===== config.mk =====
export PLATFORM = sky130hd
export DESIGN_NAME = hazard_branch_ctrl
export DESIGN_NICKNAME = d
export VERILOG_FILES = /design/src/rtl/hazard_pkg.sv /design/src/rtl/hazard_perf_cnt.sv /design/src/rtl/hazard_branch_ctrl.sv
export SDC_FILE = /design/constraint.sdc
export NUM_CORES = 1
export LEC_CHECK = 0
export ABC_CLOCK_PERIOD_IN_PS = 4160
export CORE_ASPECT_RATIO = 0.7
export CORE_MARGIN = 2
export CORE_UTILIZATION = 39
export CTS_BUF_LIST = sky130_fd_sc_hd__clkbuf_4 sky130_fd_sc_hd__clkbuf_8
export CTS_CLUSTER_DIAMETER = 120
export CTS_CLUSTER_SIZE = 25
export DETAILED_ROUTE_END_ITERATION = 7
export PLACE_DENSITY = 0.77
export SLEW_MARGIN = 15
export SYNTH_ARGS = -nofsm -noshare
export SYNTH_HDL_FRONTEND = slang
export SYNTH_HIERARCHICAL = 1
export SYNTH_SLANG_ARGS = --single-unit

===== constraint.sdc =====
create_clock -name clk -period 4.16 [get_ports clk]
set_clock_uncertainty 0.05 [all_clocks]
set_input_delay 1.04 -clock clk [delete_from_list [all_inputs] [get_ports clk]]
set_output_delay 1.04 -clock clk [all_outputs]
set_load 0.02 [all_outputs]

===== src/rtl/hazard_pkg.sv =====
// Shared types for the hazard/branch control block and the fetch stage that consumes branch_ctrl.
package hazard_pkg;

  localparam int unsigned LU_BUBBLES_MAX = 3;
  localparam int unsigned CNT_W          = 2;

  typedef enum logic [1:0] {
    BC_PC4    = 2'b00,
    BC_IMM    = 2'b01,
    BC_IMMRS1 = 2'b10
  } branch_ctrl_e;

  typedef enum logic [1:0] {
    ST_RUN        = 2'b00,
    ST_LU_STALL   = 2'b01,
    ST_HOLD_REDIR = 2'b10
  } hz_state_e;

endpackage


===== src/rtl/hazard_perf_cnt.sv =====
// Three saturating event counters (load-use stall cycles, redirects, frozen cycles).
module hazard_perf_cnt #(
  parameter int unsigned PERF_W = 32
) (
  input  logic              clk,
  input  logic              rst,
  input  logic              lu_ev_i,
  input  logic              redir_ev_i,
  input  logic              frz_ev_i,
  output logic [PERF_W-1:0] perf_lu_stalls,
  output logic [PERF_W-1:0] perf_redirects,
  output logic [PERF_W-1:0] perf_frozen
);

  logic [PERF_W-1:0] lu_q, redir_q, frz_q;

  always_ff @(posedge clk) begin
    if (rst) begin
      lu_q    <= '0;
      redir_q <= '0;
      frz_q   <= '0;
    end else begin
      if (lu_ev_i && (lu_q != '1))       lu_q    <= lu_q + PERF_W'(1);
      if (redir_ev_i && (redir_q != '1)) redir_q <= redir_q + PERF_W'(1);
      if (frz_ev_i && (frz_q != '1))     frz_q   <= frz_q + PERF_W'(1);
    end
  end

  assign perf_lu_stalls = lu_q;
  assign perf_redirects = redir_q;
  assign perf_frozen    = frz_q;

endmodule


===== src/rtl/hazard_branch_ctrl.sv =====
// Redirect / load-use / memory-stall control for the fetch stage; replays redirects that land while PC is frozen.
// Optional perf counters enabled by defining HAZARD_PERF_CNT_EN.
module hazard_branch_ctrl
  import hazard_pkg::*;
#(
  parameter int unsigned XLEN       = 32,
  parameter int unsigned LU_BUBBLES = 1,
  parameter int unsigned PERF_W     = 32
) (
  input  logic            clk,
  input  logic            rst,
  input  logic [4:0]      id_rs1,
  input  logic [4:0]      id_rs2,
  input  logic            id_use_rs1,
  input  logic            id_use_rs2,
  input  logic            ex_memread,
  input  logic [4:0]      ex_rd,
  input  logic            ex_valid,
  input  logic            ex_br_taken,
  input  logic            ex_jalr,
  input  logic [XLEN-1:0] ex_pc_imm,
  input  logic [XLEN-1:0] ex_pc_immrs1,
  input  logic            imem_busy,
  input  logic            dmem_busy,
  output logic [1:0]      branch_ctrl,
  output logic [XLEN-1:0] pc_imm,
  output logic [XLEN-1:0] pc_immrs1,
  output logic            instr_flush,
  output logic            ifid_regwrite,
  output logic            pc_write,
`ifdef HAZARD_PERF_CNT_EN
  output logic [PERF_W-1:0] perf_lu_stalls,
  output logic [PERF_W-1:0] perf_redirects,
  output logic [PERF_W-1:0] perf_frozen,
`endif
  output logic            idex_flush
);

  hz_state_e       state_q, state_d;
  logic [CNT_W-1:0] cnt_q, cnt_d;
  branch_ctrl_e    kind_q, kind_d, kind_c, bc_c;
  logic [XLEN-1:0] imm_q, imm_d, rs1_q, rs1_d, rs1_tgt_c;
  logic            redirect_c, frozen_c, load_use_c;

  assign redirect_c = ex_valid & (ex_br_taken | ex_jalr);
  assign kind_c     = ex_jalr ? BC_IMMRS1 : BC_IMM;
  assign frozen_c   = imem_busy | dmem_busy;
  assign rs1_tgt_c  = ex_pc_immrs1 & ~XLEN'(1);
  assign load_use_c = ex_memread & (ex_rd != 5'd0) &
                      ((id_use_rs1 & (id_rs1 == ex_rd)) | (id_use_rs2 & (id_rs2 == ex_rd)));

  always_ff @(posedge clk) begin
    if (rst) begin
      state_q <= ST_RUN;
      cnt_q   <= '0;
      kind_q  <= BC_PC4;
      imm_q   <= '0;
      rs1_q   <= '0;
    end else begin
      state_q <= state_d;
      cnt_q   <= cnt_d;
      kind_q  <= kind_d;
      imm_q   <= imm_d;
      rs1_q   <= rs1_d;
    end
  end

  // Next state and fetch controls; priority dmem_busy > redirect > load-use > imem_busy.
  always_comb begin
    state_d       = state_q;
    cnt_d         = cnt_q;
    kind_d        = kind_q;
    imm_d         = imm_q;
    rs1_d         = rs1_q;
    bc_c          = BC_PC4;
    pc_imm        = imm_q;
    pc_immrs1     = rs1_q;
    instr_flush   = 1'b0;
    idex_flush    = 1'b0;
    ifid_regwrite = 1'b1;
    pc_write      = 1'b1;

    unique case (state_q)
      ST_RUN, ST_LU_STALL: begin
        if (redirect_c && frozen_c) begin
          // Park the redirect until fetch can take it.
          pc_write      = 1'b0;
          ifid_regwrite = 1'b0;
          kind_d        = kind_c;
          imm_d         = ex_pc_imm;
          rs1_d         = rs1_tgt_c;
          cnt_d         = '0;
          state_d       = ST_HOLD_REDIR;
        end else if (dmem_busy) begin
          pc_write      = 1'b0;
          ifid_regwrite = 1'b0;
        end else if (redirect_c) begin
          bc_c        = kind_c;
          pc_imm      = ex_pc_imm;
          pc_immrs1   = rs1_tgt_c;
          instr_flush = 1'b1;
          idex_flush  = 1'b1;
          kind_d      = kind_c;
          imm_d       = ex_pc_imm;
          rs1_d       = rs1_tgt_c;
          cnt_d       = '0;
          state_d     = ST_RUN;
        end else if (state_q == ST_LU_STALL) begin
          pc_write      = 1'b0;
          ifid_regwrite = 1'b0;
          idex_flush    = 1'b1;
          if (cnt_q <= CNT_W'(1)) begin
            cnt_d   = '0;
            state_d = ST_RUN;
          end else begin
            cnt_d = cnt_q - CNT_W'(1);
          end
        end else if (load_use_c) begin
          pc_write      = 1'b0;
          ifid_regwrite = 1'b0;
          idex_flush    = 1'b1;
          if (LU_BUBBLES > 1) begin
            cnt_d   = CNT_W'(LU_BUBBLES - 1);
            state_d = ST_LU_STALL;
          end
        end else if (imem_busy) begin
          // Bubble ID/EX so the held IF/ID instruction is not issued twice.
          pc_write      = 1'b0;
          ifid_regwrite = 1'b0;
          idex_flush    = 1'b1;
        end
      end

      ST_HOLD_REDIR: begin
        if (frozen_c) begin
          pc_write      = 1'b0;
          ifid_regwrite = 1'b0;
        end else begin
          bc_c        = kind_q;
          instr_flush = 1'b1;
          idex_flush  = 1'b1;
          state_d     = ST_RUN;
        end
      end

      default: begin
        state_d = ST_RUN;
        cnt_d   = '0;
      end
    endcase
  end

  assign branch_ctrl = 2'(bc_c);

`ifdef HAZARD_PERF_CNT_EN
  logic lu_ev_c, redir_ev_c;

  assign redir_ev_c = (state_q != ST_HOLD_REDIR) & redirect_c;
  assign lu_ev_c    = ~redirect_c & ~dmem_busy &
                      ((state_q == ST_LU_STALL) | ((state_q == ST_RUN) & load_use_c));

  hazard_perf_cnt #(
    .PERF_W(PERF_W)
  ) u_perf (
    .clk            (clk),
    .rst            (rst),
    .lu_ev_i        (lu_ev_c),
    .redir_ev_i     (redir_ev_c),
    .frz_ev_i       (frozen_c),
    .perf_lu_stalls (perf_lu_stalls),
    .perf_redirects (perf_redirects),
    .perf_frozen    (perf_frozen)
  );
`endif

endmodule

; ---- Yosys cells after proc, flatten, opt, wreduce, memory -nomap -nowiden
; Index checks and enable logic that the tools add are counted.
[word_totals]
ff_bits = 70
inputBits = 89
out_inout_bits = 70
[classes]
addsub = 1
magnitude_cmp = 1
eq_ne = 9
muxes = 51
n_bitwise = 9
n_reduce_logical = 8
[op_table]
columns = operator, n
row1 = $mux W32, 10
row2 = $mux W2, 19
row3 = $mux W1, 16
row4 = $pmux W2 S2, 3
row5 = $eq A5 B5 Y1, 2
row6 = $ne A4 B4 Y1 const B, 2
row7 = $pmux W1 S2, 3
row8 = $reduce_and A3 Y1, 2
row9 = $and A1 B1 Y1, 5
row10 = $reduce_bool A5 Y1, 1
row11 = $reduce_and A4 Y1, 1
row12 = $ne A3 B3 Y1 const B, 1
row13 = $or A1 B1 Y1, 3
row14 = $eq A2 B1 Y1 const B, 1
row15 = $eq A2 B2 Y1 const B, 1
row16 = $le A2 B1 Y1 const B, 1
row17 = $logic_not A2 Y1, 1
row18 = $ne A2 B1 Y1 const B, 1
row19 = $ne A2 B2 Y1 const B, 1
row20 = $reduce_bool A2 Y1, 1
row21 = $reduce_or A2 Y1, 1
row22 = $sub A2 B1 Y2 const B, 1
row23 = $logic_and A1 B1 Y1, 1
row24 = $not A1 Y1, 1

; ---- Logic depth before layout (Yosys ltp)
[logic_depth]
depth_word = 10
ltp_mapped = 7

; ---- Worst setup path before layout
; OpenSTA, ideal clock, no wires.
[synth_path]
path_type = input to output
from = input port ex_rd[1]
to = output port pc_write
arrival_time_ps = 2409
required_time_ps = 3070
slack_ps = 661
path_stages = 4
n_path_buf = 1
cell_sequence = or4_1 > o21a_1 > a31oi_1 > buf_4
[synth_via]
elab_chain_len = 10
[synth_rtl]
columns = element, line
row1 = "start, declared", hazard_branch_ctrl.sv:17  ; input logic [4:0] ex_rd,
row2 = $eq A5 B5 Y1, hazard_branch_ctrl.sv:50  ; ((id_use_rs1 & (id_rs1 == ex_rd)) | (id_use_rs2 & (id_rs2 == ex_rd)));
row3 = $and A1 B1 Y1, hazard_branch_ctrl.sv:50
row4 = $or A1 B1 Y1, hazard_branch_ctrl.sv:50
row5 = $and A1 B1 Y1 (*), hazard_branch_ctrl.sv:49  ; assign load_use_c = ex_memread & (ex_rd != 5'd0) &
row6 = $mux W1 (*) (5 in series), --
row7 = $pmux W1 S2 (*), --
row8 = "end, declared", hazard_branch_ctrl.sv:30  ; output logic pc_write,
; Every way passes the cells marked *; elsewhere a longest branch is shown, timed or not.

; ---- Worst setup path in the final report
[layout_path]
from = input port ex_jalr
to = output port pc_imm[10]
[layout_via]
elab_chain_len = 6
[layout_rtl]
columns = element, line
row1 = "start, declared", hazard_branch_ctrl.sv:20  ; input logic ex_jalr,
row2 = $or A1 B1 Y1 (*), hazard_branch_ctrl.sv:45  ; assign redirect_c = ex_valid & (ex_br_taken | ex_jalr);
row3 = $and A1 B1 Y1 (*), hazard_branch_ctrl.sv:45
row4 = $mux W32, --
row5 = $mux W32, hazard_branch_ctrl.sv:94  ; end else if (dmem_busy) begin
row6 = $mux W32 (*), hazard_branch_ctrl.sv:85  ; if (redirect_c && frozen_c) begin
row7 = $mux W32 (*), hazard_branch_ctrl.sv:83  ; unique case (state_q)
row8 = "end, declared", hazard_branch_ctrl.sv:26  ; output logic [XLEN-1:0] pc_imm,
; Marked as above.

==> impl_summary.txt <==
----------------------------------------------------
[Flow run]
  Max Cap Viol ... 0

[Synth]
  Simple-gate portion of the synthesized area ... 23.8%
  Mapped Area ... 0.00340 mm^2
  Post-synthesis adder-cell area fraction ... 0%
  Sequential cell area fraction in the yosys report ... 39.4%
  Multiplexer share of the synthesized area ... 12.3%
  Main combinational cell family by area after synthesis ... simple AND/OR/NAND/NOR gates
  Syn avg cell area ... 7.47 um^2
  Flops & latches, synth ... 67
  Share of the synthesized area in compound gates (AO/OA/AOI/OAI) ... 15.3%
  YS warnings ... 6
  Xor/xnor cell area share of the yosys netlist ... 2.58%
  Post-Synthesis Net Count ... 544
  Share of Yosys cell area claimed by the top area cell type ... 39.4%
  Biggest area consumer among synthesized cells ... dfxtp_1
  Cell count after synthesis ... 455
  Cell types with the largest area share after synthesis ... dfxtp_1 (39%), nand2_1 (17%), mux2_1 (12%)
  Distinct cells, synth ... 31

[Clocking]
  Inserted Clock Buffers ... 9
  Bufs on Longest Clock Path ... 2
  Worst-skew pair later-pin latency ... 0.33 ns
  Count of buffers added by post-CTS timing repair for setup ... 0
  Master cell of the clock root buffer ... clkbuf_8
  CTS clock-pin slew for the worst setup and hold paths ... 0.07 ns
  Clock sink total ... 67
  CTS tree ... built
  # H-tree levels ... 3

[Critical path]
  Chain of cells forming the critical path ... clkdlybuf4s50_1, or2_1, nand3_4, buf_4, mux2_1, clkdlybuf4s50_1
  Setup crit end ... pc_imm[10]
  CP peak stage delay ... 0.54 ns
  Worst path top cell family by delay ... buffers and inverters
  Arrival time of the worst setup path ... 3.00 ns
  Crit-path most repeated cell ... clkdlybuf4s50_1
  Critical Path Start Type ... primary input
  Crit. Startpoint ... ex_jalr
  Required time at the worst-slack endpoint ... 3.07 ns
  Worst-case register-to-register setup slack ... 2.38 ns
  Worst Setup End Kind ... primary output
  Worst setup path category ... primary input to primary output
  Critical path fanouts, max ... 10
  Origin of the critical flop-to-flop path ... state_q[1]
  WP buf/inv ... 3
  R2r worst-path depth ... 5
  Critical-path cell with the highest stage delay ... clkdlybuf4s50_1
  Endpoint of the lowest-slack register-to-register path ... imm_q[1]
  Worst path depth ... 6

[Route]
  Vias per std cell ... 4.78
  DRC violations left ... 0
  DR pass1 iterations ... 4
  Total Wirelength ... 9390 um
  Count of nets left with antenna violations after detail routing ... 0
  WL per Instance ... 12.9 um
  DR vias ... 3,478
  Iter 0 DRT Violations ... 138

[Global routing]
  Number of global-route vias before repair ... 3,440
  Largest net degree at the start of global routing ... 65
  GRT Overall Usage ... 20.2%
  Total congestion overflow after global routing ... 0
  Wire length of the first global-routing pass ... 15,200 um
  Initial antenna violation count ... 0

[STA]
  Transition time at the pin with the least slew margin ... 0.689 ns
  Endpoints failing hold ... 0
  Share of the clock period used by the worst path ... 98.4%
  Slew HR ... 54.0%
  Finish-stage setup viols ... 0
  Period minus WS final ... 4.09 ns
  Max Fclk ... 244 MHz
  Final number of max-transition violations ... 0
  Unrepaired setup endpoints after global routing ... no
  Worst hold margin ... 0.404 ns

[Placed design]
  Buffers on Ports ... 157
  DP HPWL ... 6610 um
  Placer congestion estimate ... 0.775

[Final layout]
  Layout overhead on the synthesized area ... 56.8%
  Share of layout cells above drive strength 1 ... 6.10%
  Post-layout net count ... 691
  Final-layout fill cell count ... 738
  Number of antenna cells inserted ... 0

[Floorplan]
  Initial standard-cell utilization of the core ... 40.3%
  Ports ... 159
  Row count ... 28
  Overall die height ... 82.1 um
  Width of the chip ... 116 um
  Die footprint ... 0.00949 mm^2
  Floorplan core area ... 0.00844 mm^2

[Worst hold path]
  Path class of the lowest-slack min-delay path ... flip-flop to flip-flop

[Pwr]
  Pwr dens ... 313 mW/mm^2
  Post-route total power ... 1.67 mW
  Maximum vdd ir drop ... 0.205 mV
  Static leakage ... 2.58 nW

[Run status]
  Result of the run ... complete, no violations

----------------------------------------------------
-- tightest hold or removal path: stages, from the launching register on --
cell	delay [ns]
dfxtp_1	0.31
nand2_1	0.05
a21oi_1	0.05
-- synth_stat cells --
cell type / number
nand2_1: 158
a21oi_1: 68
dfxtp_1: 67
mux2_1: 37
nor2_1: 31
o21ai_1: 20
clkbuf_1: 12
buf_2: 10
xnor2_1: 10
buf_6: 9
o21ai_0: 7
and2_1: 2
buf_1: 2
buf_4: 2
inv_1: 2
nand4_1: 2
nor3_1: 2
a211oi_1: 1
a31o_1: 1
a31oi_1: 1
a32oi_1: 1
and3_1: 1
nand2_2: 1
nand3_4: 1
nor2b_1: 1
nor3b_1: 1
o21a_1: 1
o22ai_1: 1
or2_1: 1
or2_2: 1
or4_1: 1
-- sequential cells by signal, indices dropped and copies added, names as in the netlist --
name     count
imm_q       32
kind_q       2
state_q      1
rs1_q       32
-- metrics by stage --
step                      TNS [ns]  util [%]  std cells  cell area (um^2)  setup slack [ns]
final                            0      63.1        727              5330            0.0685
after global routing             0      63.1        727              5330          0.000931
after CTS                        0      62.1        727              5240            0.0115
after detailed placement   -0.0125      59.7        711              5040           -0.0122
after global placement    -0.00532      59.7        711              5040          -0.00532
after floorplan                  0         -        455              3400             0.661
-- layout by cell type (no fill, tap or decap), drive strengths merged --
master	instances
clkinv	3
xnor2	10
buf	15
nor2	31
dfxtp	67
nand2	159
clkdlybuf4s50	119
or4	1
nand3	1
o22ai	1
o21a	1
a21oi	68
nor2b	1
nor3b	1
nand4	2
a31oi	1
o21ai	27
inv	2
bufinv	1
clkinvlp	1
a31o	1
and3	1
dlymetal6s2s	35
and2	2
a211oi	1
a32oi	1
mux2	37
clkbuf	11
or2	2
nor3	2
dlygate4sd2	2
-- final cells by class --
| cell class | instances | area [um^2] | share of cell area, % |
|---|---|---|---|
| multi-input cells | 351 | 1840 | 34.5 |
| clock buffers | 11 | 145 | 2.72 |
| inverters | 2 | 7.51 | 0.141 |
| repair buffers | 171 | 1790 | 33.7 |
| clock inverters | 5 | 52.6 | 0.986 |
| flip-flops and latches | 67 | 1340 | 25.2 |
| well taps | 120 | 150 | 2.82 |
-- cells by family after synthesis --
group	Yosys count
buf+inv	37
flops	67
compound gates	101
xor+xnor	10
mux	37
simple gates	203
-- metal layers --
metal / wire, um / track usage, % / vias to the layer above
met5: 0 / 0 / -
met4: 93 / 6.31 / 0
met3: 861 / 9.49 / 11
met2: 4380 / 34.7 / 92
met1: 4050 / 22.6 / 1579
li1: - / - / 1796
-- what timing repair did --
action,4_1_cts,5_1_grt
resized for setup,3,36
endpoints found under the setup margin,22,44
hold buffers,0,0
-- how the worst min path moves through the flow --
stage	from	end	slack, ns	cells past startpoint
6_report	rs1_q[12]	rs1_q[12]	0.40	2
5_1_grt	imm_q[15]	imm_q[15]	0.42	2
4_1_cts	rs1_q[10]	rs1_q[10]	0.41	2
3_5_place_dp	rs1_q[10]	rs1_q[10]	0.39	2
3_3_place_gp	rs1_q[5]	rs1_q[5]	0.39	2
2_1_floorplan	imm_q[10]	imm_q[10]	0.38	2
-- power breakdown --
part	total [mW]	internal [mW]	switching, mW	leakage [nW]
registers	0.697	0.679	0.0181	0.549
logic	0.435	0.221	0.214	1.92
clock network	0.537	0.297	0.240	0.103
total	1.67	1.20	0.473	2.58
Note: power is estimated with default switching activity, not from simulation.
